$ cat config.mk
export PLATFORM = sky130hd
export DESIGN_NAME = sparc_exu_ccr_file
export DESIGN_NICKNAME = d
export VERILOG_FILES = /design/src/rtl/sparc_exu_ccr_file.sv
export SDC_FILE = /design/constraint.sdc
export NUM_CORES = 1
export LEC_CHECK = 0
export CELL_PAD_IN_SITES_DETAIL_PLACEMENT = 1
export CELL_PAD_IN_SITES_GLOBAL_PLACEMENT = 1
export CORE_MARGIN = 2
export CORE_UTILIZATION = 42
export CTS_BUF_LIST = sky130_fd_sc_hd__clkbuf_8
export DETAILED_ROUTE_END_ITERATION = 10
export HOLD_SLACK_MARGIN = 0.1
export PLACE_DENSITY = 0.85
export SYNTH_ARGS = -nofsm -noshare
export SYNTH_HDL_FRONTEND = slang
export SYNTH_SLANG_ARGS = --single-unit
$ cat constraint.sdc
create_clock -name clk -period 2.7 [get_ports clk]
set_clock_uncertainty 0.05 [all_clocks]
set_input_delay 0.405 -clock clk [delete_from_list [all_inputs] [get_ports clk]]
set_output_delay 0.405 -clock clk [all_outputs]
set_load 0.05 [all_outputs]
$ cat src/rtl/sparc_exu_ccr_file.sv
// Per-thread condition-code register file with E/M/W bypass, a long-latency (W2) write port,
// a TLU restore path and a one-entry-per-thread buffer for W writes that collide with W2.
module sparc_exu_ccr_file #(
  parameter int NTHR = 4,
  parameter int TIDW = 2,
  parameter int CCW  = 8
) (
  input  logic                 clk,
  input  logic                 arst_l,
  input  logic [TIDW-1:0]      tid_d,
  input  logic                 setcc_d,
  input  logic                 kill_e,
  input  logic [CCW-1:0]       alu_cc_e,
  input  logic                 restore_m,
  input  logic [CCW-1:0]       restore_cc_m,
  input  logic                 inst_vld_w,
  input  logic                 flush_w,
  input  logic                 wrccr_w,
  input  logic [CCW-1:0]       wrccr_data_w,
  input  logic                 lat_vld_w2,
  input  logic [TIDW-1:0]      lat_tid_w2,
  input  logic [CCW-1:0]       lat_cc_w2,
  output logic [CCW-1:0]       cc_d,
  output logic [NTHR*CCW-1:0]  ccr_all,
  output logic [NTHR-1:0]      pend_vld
);

  logic            r_setcc_e, r_setcc_m, r_setcc_w;
  logic [TIDW-1:0] r_tid_e, r_tid_m, r_tid_w;
  logic [CCW-1:0]  r_cc_m, r_cc_w;
  logic [CCW-1:0]  r_ccr  [NTHR];
  logic [CCW-1:0]  r_pend [NTHR];
  logic [NTHR-1:0] r_pend_vld;

  logic            w_setcc_e_eff;
  logic            w_setcc_m_eff;
  logic [CCW-1:0]  w_cc_m;
  logic            w_commit_w;
  logic [CCW-1:0]  w_wdata_w;
  logic [NTHR-1:0] w_c1, w_c2;
  logic [CCW-1:0]  w_sel_ccr, w_sel_pend;
  logic            w_sel_pvld;

  assign w_setcc_e_eff = r_setcc_e & ~kill_e;
  assign w_setcc_m_eff = r_setcc_m | restore_m;
  assign w_cc_m        = restore_m ? restore_cc_m : r_cc_m;
  assign w_commit_w    = inst_vld_w & ~flush_w & (r_setcc_w | wrccr_w);
  assign w_wdata_w     = wrccr_w ? wrccr_data_w : r_cc_w;

  always_ff @(posedge clk or negedge arst_l) begin
    if (!arst_l) begin
      r_setcc_e <= 1'b0;
      r_setcc_m <= 1'b0;
      r_setcc_w <= 1'b0;
      r_tid_e   <= '0;
      r_tid_m   <= '0;
      r_tid_w   <= '0;
      r_cc_m    <= '0;
      r_cc_w    <= '0;
    end else begin
      r_setcc_e <= setcc_d;
      r_setcc_m <= w_setcc_e_eff;
      r_setcc_w <= w_setcc_m_eff;
      r_tid_e   <= tid_d;
      r_tid_m   <= r_tid_e;
      r_tid_w   <= r_tid_m;
      r_cc_m    <= alu_cc_e;
      r_cc_w    <= w_cc_m;
    end
  end

  always_comb begin
    w_c1 = '0;
    w_c2 = '0;
    for (int t = 0; t < NTHR; t++) begin
      w_c2[t] = lat_vld_w2 & (lat_tid_w2 == TIDW'(t));
      w_c1[t] = w_commit_w & (r_tid_w == TIDW'(t));
    end
  end

  // W2 is older than W: on a same-thread collision W2 lands now and the W write waits in pend.
  always_ff @(posedge clk or negedge arst_l) begin
    if (!arst_l) begin
      for (int t = 0; t < NTHR; t++) begin
        r_ccr[t]  <= '0;
        r_pend[t] <= '0;
      end
      r_pend_vld <= '0;
    end else begin
      for (int t = 0; t < NTHR; t++) begin
        if (w_c2[t]) begin
          r_ccr[t] <= lat_cc_w2;
          if (w_c1[t]) begin
            r_pend[t]     <= w_wdata_w;
            r_pend_vld[t] <= 1'b1;
          end
        end else if (w_c1[t]) begin
          r_ccr[t]      <= w_wdata_w;
          r_pend_vld[t] <= 1'b0;
        end else if (r_pend_vld[t]) begin
          r_ccr[t]      <= r_pend[t];
          r_pend_vld[t] <= 1'b0;
        end
      end
    end
  end

  always_comb begin
    w_sel_ccr  = '0;
    w_sel_pend = '0;
    w_sel_pvld = 1'b0;
    for (int t = 0; t < NTHR; t++) begin
      if (tid_d == TIDW'(t)) begin
        w_sel_ccr  = r_ccr[t];
        w_sel_pend = r_pend[t];
        w_sel_pvld = r_pend_vld[t];
      end
    end
  end

  always_comb begin
    cc_d = w_sel_ccr;
    if (w_setcc_e_eff && r_tid_e == tid_d)
      cc_d = alu_cc_e;
    else if (w_setcc_m_eff && r_tid_m == tid_d)
      cc_d = w_cc_m;
    else if (w_commit_w && r_tid_w == tid_d)
      cc_d = w_wdata_w;
    else if (w_sel_pvld)
      cc_d = w_sel_pend;
  end

  always_comb begin
    ccr_all = '0;
    for (int t = 0; t < NTHR; t++)
      ccr_all[t*CCW +: CCW] = r_ccr[t];
  end

  assign pend_vld = r_pend_vld;

endmodule

==> results of run 1 <==
## kinds of logic after synthesis
group           after synthesis
mux                          81
simple gates                143
flops                        93
xor+xnor                      6
compound gates              118
buf+inv                      31
## layer usage
layer | GRT usage (%) | up-vias | wire, um
met1 | 37.7 | 2196 | 7360
met3 | 4.95 | 30 | 1000
met5 | 0 | - | 0
met4 | 10.5 | 0 | 348
met2 | 45.4 | 177 | 8090
li1 | - | 1897 | -
## cell type report
class	count	area [um2]	area share, %
Clock buffer	11	151	2.33
Sequential cell	93	2330	35.8
Multi-Input combinational cell	349	2500	38.5
Inverter	1	3.75	0.0578
Timing Repair Buffer	128	1310	20.2
Clock inverter	5	20.0	0.308
Tap cell	143	179	2.75
## power breakdown
part / internal [mW] / total [mW] / switching [mW]
clock network: 0.372 / 0.860 / 0.488
logic: 0.681 / 1.64 / 0.963
registers: 1.57 / 1.77 / 0.198
total: 2.63 / 4.28 / 1.65
## stage by stage
step,area [um2],total power [mW],cells,util [%]
after global placement,6270,3.35,710,55.2
final,6500,4.28,730,57.2
after floorplan,4990,2.71,472,-
after detailed placement,6270,3.42,710,55.2
after global routing,6500,4.45,730,57.2
after CTS,6480,4.28,729,57.0
## registers in the layout, indices dropped and copies added, names as in the netlist
signal and flops:
r_pend 32, r_cc_m 8, r_setcc_m 1, r_tid_e 2, r_tid_w 2, pend_vld 4, r_tid_m 2, ccr_all 32
r_setcc_w 1, r_cc_w 8, r_setcc_e 1
## critical path: stages (launching register included)
cell      delay [ns]
dfrtp_1         0.41
mux4_2          0.63
mux2i_1         0.19
nand2_2         0.08
o211ai_1        0.14
a31oi_4         0.24
buf_12          0.16
## synth_stat cells (all sizes together), types with 4 or more instances
cell,instances
a21oi,33
a31oi,7
buf,20
clkbuf,10
dfrtp,93
mux2,16
mux2i,48
mux4,17
nand2,85
nor2,43
o211ai,7
o21ai,68
xnor2,4
## repair_timing
item,CTS,global route
endpoints found under the hold margin,37,0
pin swaps,2,13
cloned,1,0
hold buffers,1,0
resized for setup,6,6
setup endpoints to repair,8,7
buffers inserted,1,1
## path summary, 6_finish.rpt
check                                           to  slack (ns)                     from
min                           r_tid_m[0]$_DFF_PN0_        0.38     r_tid_e[0]$_DFF_PN0_
max                                        cc_d[4]        0.02  pend_vld[3]$_DFFE_PN0P_
min reg2reg                   r_tid_m[0]$_DFF_PN0_        0.38     r_tid_e[0]$_DFF_PN0_
max reg2reg                ccr_all[26]$_DFFE_PN0P_        0.80      r_setcc_w$_DFF_PN0_
min in group asynchronous   r_pend[18]$_DFFE_PN0P_        0.49                   arst_l
max in group asynchronous      r_cc_m[1]$_DFF_PN0_        1.44                   arst_l
==> flow_summary.json, run 1 <==
{
  "synth_top_family_by_area": "multiplexers",
  "power_leakage_nw": 2.70,
  "final_nets": 627,
  "vias_per_cell": 5.89,
  "synth_fp_nets": 517,
  "drive_gt1_share_pct": 18.7,
  "synth_compound_area_share_pct": 12.8,
  "ys_ff_latch": 93,
  "hold_depth": 0,
  "synthAdderAreaFrac_pct": 0,
  "cp_max_fo": 8,
  "start_util_pct": 43.0,
  "synth_edf_count": 0,
  "wirelength_um": 16800,
  "max_freq_mhz": 373,
  "synthMuxAreaShare_pct": 21.5,
  "port_buffers": 88,
  "cts_sinks": 93,
  "cts_tree": "yes",
  "yosys.area_share.simple_pct": 13.4,
  "max_cap_violations": 0,
  "synth_largest_area_cell": "dfrtp_1",
  "ios": 89,
  "synth.area.top_cells": "dfrtp_1 48%, mux2i_1 9.8%, mux4_2 7.4%",
  "status": "complete, no violations",
  "r2r_cells": 7,
  "yosysWarnings": 0,
  "whs_ns": 0.375,
  "dr.pass1.iters": 4,
  "synth-xor-area-share_pct": 1.23,
  "max_slew_margin_pct": 58.3,
  "final-hold-violation-count": 0,
  "final_common_cell": "dfrtp_1",
  "yosys_most_used_dff": "dfrtp_1",
  "critPathLaunchType": "flip-flop",
  "endpoint_kind": "output pin",
  "hpwl_um": 12500,
  "synthArstFlopShare_pct": 100,
  "ys_seq_area_share_pct": 47.6,
  "vdd_drop_max_mv": 0.346,
  "chipWidth_um": 112,
  "drc": 0,
  "cts_buffers": 9,
  "grt_pass1_vias": 4836,
  "critical_path_class": "reg -> out",
  "cts_buffer_depth": 2,
  "layout_setup_ws_ns": 0.0182,
  "layout_common_cells": "91 x dfrtp_1, 83 x nand2_1, 74 x clkdlybuf4s50_1, 65 x o21ai_1, 48 x mux2i_1",
  "tightest_slew_ns": 0.626,
  "yosysUniqueCellTypes": 39,
  "syn_area_per_cell_um2": 10.4,
  "syn_area_um2": 4890,
  "grt_pass1_wl_um": 26900,
  "cts_max_level": 3,
  "antenna_found_initial": 0,
  "rsz0062_at_grt": "yes",
  "critical_path_arrival_ns": 2.23,
  "cts_root_buf": "clkbuf_8",
  "layout_min_cycle_time_ns": 2.68,
  "setup_viol_count_final": 0,
  "wl_per_cell_um": 23.0,
  "diodes": 0,
  "drtIter0Drc": 332,
  "area_growth_pct": 32.9,
  "fillerInstances": 1246,
  "fin_tns_setup_ns": 0,
  "row_count": 39,
  "yosysTopAreaCellShare_pct": 47.6,
  "grt_usage_pct": 28.0,
  "die_h_um": 112,
  "p_per_area_nw_per_um2": 658,
  "synthCells": 472,
  "core_area_um2": 11400,
  "grt.overflow.total": 0,
  "gp_congestion": 0.916,
  "path_clk_slew_ns": 0.09,
  "place_ws_ns": -0.330,
  "clk_latency_ns": 0.37,
  "min_path_type": "reg -> reg",
  "die-area_um2": 12500,
  "grt_max_degree": 40,
  "required_ns": 2.25,
  "fin_crit_sh_pct": 99.3,
  "vias": 4300,
  "drtAntennaViolNets": 0,
  "slew_viol_final": 0
}
Power figures use the tool's default switching activity.
==> run 2, diff against run 1 <==
--- a/config.mk
+++ b/config.mk
@@ -10,6 +10,7 @@
 export CORE_MARGIN = 2
 export CORE_UTILIZATION = 42
 export CTS_BUF_LIST = sky130_fd_sc_hd__clkbuf_8
+export CTS_CLUSTER_SIZE = 40
 export DETAILED_ROUTE_END_ITERATION = 10
 export HOLD_SLACK_MARGIN = 0.1
 export PLACE_DENSITY = 0.85
==> results of run 2 <==
No change in the layout: final DEF, timing and power equal those of run 1.
==> run 3, diff against run 2 <==
--- a/config.mk
+++ b/config.mk
@@ -8,12 +8,12 @@
 export CELL_PAD_IN_SITES_DETAIL_PLACEMENT = 1
 export CELL_PAD_IN_SITES_GLOBAL_PLACEMENT = 1
 export CORE_MARGIN = 2
-export CORE_UTILIZATION = 42
+export CORE_UTILIZATION = 38
 export CTS_BUF_LIST = sky130_fd_sc_hd__clkbuf_8
 export CTS_CLUSTER_SIZE = 40
 export DETAILED_ROUTE_END_ITERATION = 10
 export HOLD_SLACK_MARGIN = 0.1
-export PLACE_DENSITY = 0.85
+export PLACE_DENSITY = 0.87
 export SYNTH_ARGS = -nofsm -noshare
 export SYNTH_HDL_FRONTEND = slang
 export SYNTH_SLANG_ARGS = --single-unit
==> constraint.sdc (replaced) <==
create_clock -name clk -period 2.2 [get_ports clk]
set_clock_uncertainty 0.05 [all_clocks]
set_input_delay 0.33 -clock clk [delete_from_list [all_inputs] [get_ports clk]]
set_output_delay 0.33 -clock clk [all_outputs]
set_load 0.05 [all_outputs]
==> run 3 against run 2 <==
The flow now finishes with violations (setup timing). Worst setup slack got worse by 0.47 ns. Sequential cell count unchanged. Final cell count increased by 7.3%. Non-clock buffer count increased by 24. Global-route usage decreased by 0.082 points. First-iteration DRC count decreased by 0.90%. Register-to-register slack got worse by 0.38 ns. Routed wire length increased by 12%.
==> flow_summary.json, run 3 (synthesis results as in run 1) <==
{
  "final_cells": 783,
  "grt_max_degree": 47,
  "wl_per_cell_um": 24.0,
  "fillerInstances": 1360,
  "seqCellArea_um2": 2330,
  "drtIter0Drc": 329,
  "diodes": 0,
  "vias": 4511,
  "min_path_type": "reg -> reg",
  "grt_pass1_wl_um": 29300,
  "dp.cells": 760,
  "cts_max_level": 3,
  "core_area_um2": 12600,
  "endpoint_kind": "output pin",
  "power_leakage_nw": 2.84,
  "hpwl_um": 14100,
  "critical_path_arrival_ns": 2.27,
  "max_slew_margin_pct": 55.4,
  "grt_usage_pct": 27.9,
  "cts_buffers": 9,
  "final_nets": 651,
  "cts_tree": "yes",
  "ios": 89,
  "clk_latency_ns": 0.38,
  "cts_sinks": 93,
  "max_cap_violations": 0,
  "cts_buffer_depth": 2,
  "path_clk_slew_ns": 0.09,
  "cp_max_fo": 8,
  "fin_tns_setup_ns": -3.32,
  "drc": 0,
  "layout_min_cycle_time_ns": 2.65,
  "p_per_area_nw_per_um2": 834,
  "critical_path_class": "reg -> out",
  "drive_gt1_share_pct": 22.9,
  "final_common_cell": "dfrtp_1",
  "grt_pass1_vias": 4960,
  "vias_per_cell": 5.76,
  "setup_viol_count_final": 8,
  "row_count": 41,
  "rsz0062_at_grt": "yes",
  "status": "finished with violations",
  "die-area_um2": 13800,
  "grt.overflow.total": 0,
  "slew_viol_final": 0,
  "violations": "setup timing",
  "die_h_um": 117,
  "critPathLaunchType": "flip-flop",
  "port_buffers": 88,
  "antenna_found_initial": 0,
  "fin_crit_sh_pct": 120,
  "cts_root_buf": "clkbuf_8",
  "wirelength_um": 18800,
  "area_growth_pct": 39.3,
  "vdd_drop_max_mv": 0.373,
  "gp_congestion": 0.903,
  "required_ns": 1.82,
  "max_freq_mhz": 378,
  "drtAntennaViolNets": 0,
  "chipWidth_um": 117,
  "final-hold-violation-count": 0,
  "dr.pass1.iters": 5,
  "multi_input_area_um2": 2530,
  "layout_common_cells": "89 x dfrtp_1, 84 x nand2_1, 73 x clkdlybuf4s50_1, 64 x o21ai_1, 59 x buf_4",
  "place_ws_ns": -0.639,
  "layout_setup_ws_ns": -0.449,
  "tightest_slew_ns": 0.651,
  "start_util_pct": 38.9
}
==> run 3: cell types whose count changed in the layout (fill, tap and decap cells not counted), moves of 3 or more <==
cell            delta
dlygate4sd2_1      +4
dlymetal6s2s_1     -3
bufinv_16          +3
buf_4             +23
==> run 3: area by class of cell <==
class | instances | share of cell area, %
multi-input cells | 349 | 37.1
clock inverters | 6 | 1.51
well taps | 172 | 3.16
clock buffers | 10 | 2.02
flip-flops and latches | 93 | 34.2
inverters | 1 | 0.0551
repair buffers | 152 | 21.9
==> run 3: metal layers <==
| metal | GRT usage, % | up-vias | wire length, um |
|---|---|---|---|
| met5 | 0 | - | 0 |
| met1 | 35.9 | 2275 | 7700 |
| met3 | 4.99 | 48 | 1380 |
| met2 | 46.2 | 246 | 9120 |
| met4 | 12.3 | 0 | 586 |
| li1 | - | 1942 | - |
==> run 3: timing repair <==
action / 4_1_cts / 5_1_grt
endpoints found under the hold margin: 26 / 0
pin swaps: 14 / 5
hold buffers: 1 / 0
gates resized for setup: 8 / 3
buffers inserted: 3 / 2
gates cloned: 1 / 0
endpoints found under the setup margin: 11 / 8
==> run 3: final timing paths <==
| check | from | cells past startpoint | to | slack [ns] |
|---|---|---|---|---|
| max | pend_vld[3]$_DFFE_PN0P_ | 7 | cc_d[6] | -0.45 |
| min | r_tid_m[1]$_DFF_PN0_ | 0 | r_tid_w[1]$_DFF_PN0_ | 0.34 |
| min in group asynchronous | arst_l | 2 | r_cc_w[5]$_DFF_PN0_ | 0.37 |
| max reg2reg | r_tid_w[0]$_DFF_PN0_ | 7 | r_pend[11]$_DFFE_PN0P_ | 0.42 |
| max in group asynchronous | arst_l | 3 | ccr_all[23]$_DFFE_PN0P_ | 1.06 |
| min reg2reg | r_tid_m[1]$_DFF_PN0_ | 0 | r_tid_w[1]$_DFF_PN0_ | 0.34 |
==> run 3: metrics by stage <==
stage               cell area [um2]  util (%)  power [mW]  hold slack (ns)
floorplan                      5040         -        3.33          -0.0156
global placement               6500      51.7        4.15            0.238
detailed placement             6500      51.7        4.27            0.247
CTS                            6790      54.0        5.67            0.346
global route                   6810      54.2        5.88            0.353
finish                         6810      54.2        5.68            0.345
==> run 3: worst max-delay path, cell delays in order (launching register included) <==
cell and delay [ns]:
dfrtp_2 0.42, mux4_2 0.64, buf_6 0.19, mux2i_2 0.14
nand2_1 0.08, o21ai_2 0.08, o21ai_4 0.17, buf_12 0.16
==> run 3: where the power goes <==
part | switching (mW) | internal [mW] | leakage, nW
combinational | 1.23 | 0.862 | 1.55
sequential | 0.254 | 1.93 | 1.16
clock | 0.630 | 0.777 | 0.129
total | 2.11 | 3.57 | 2.84
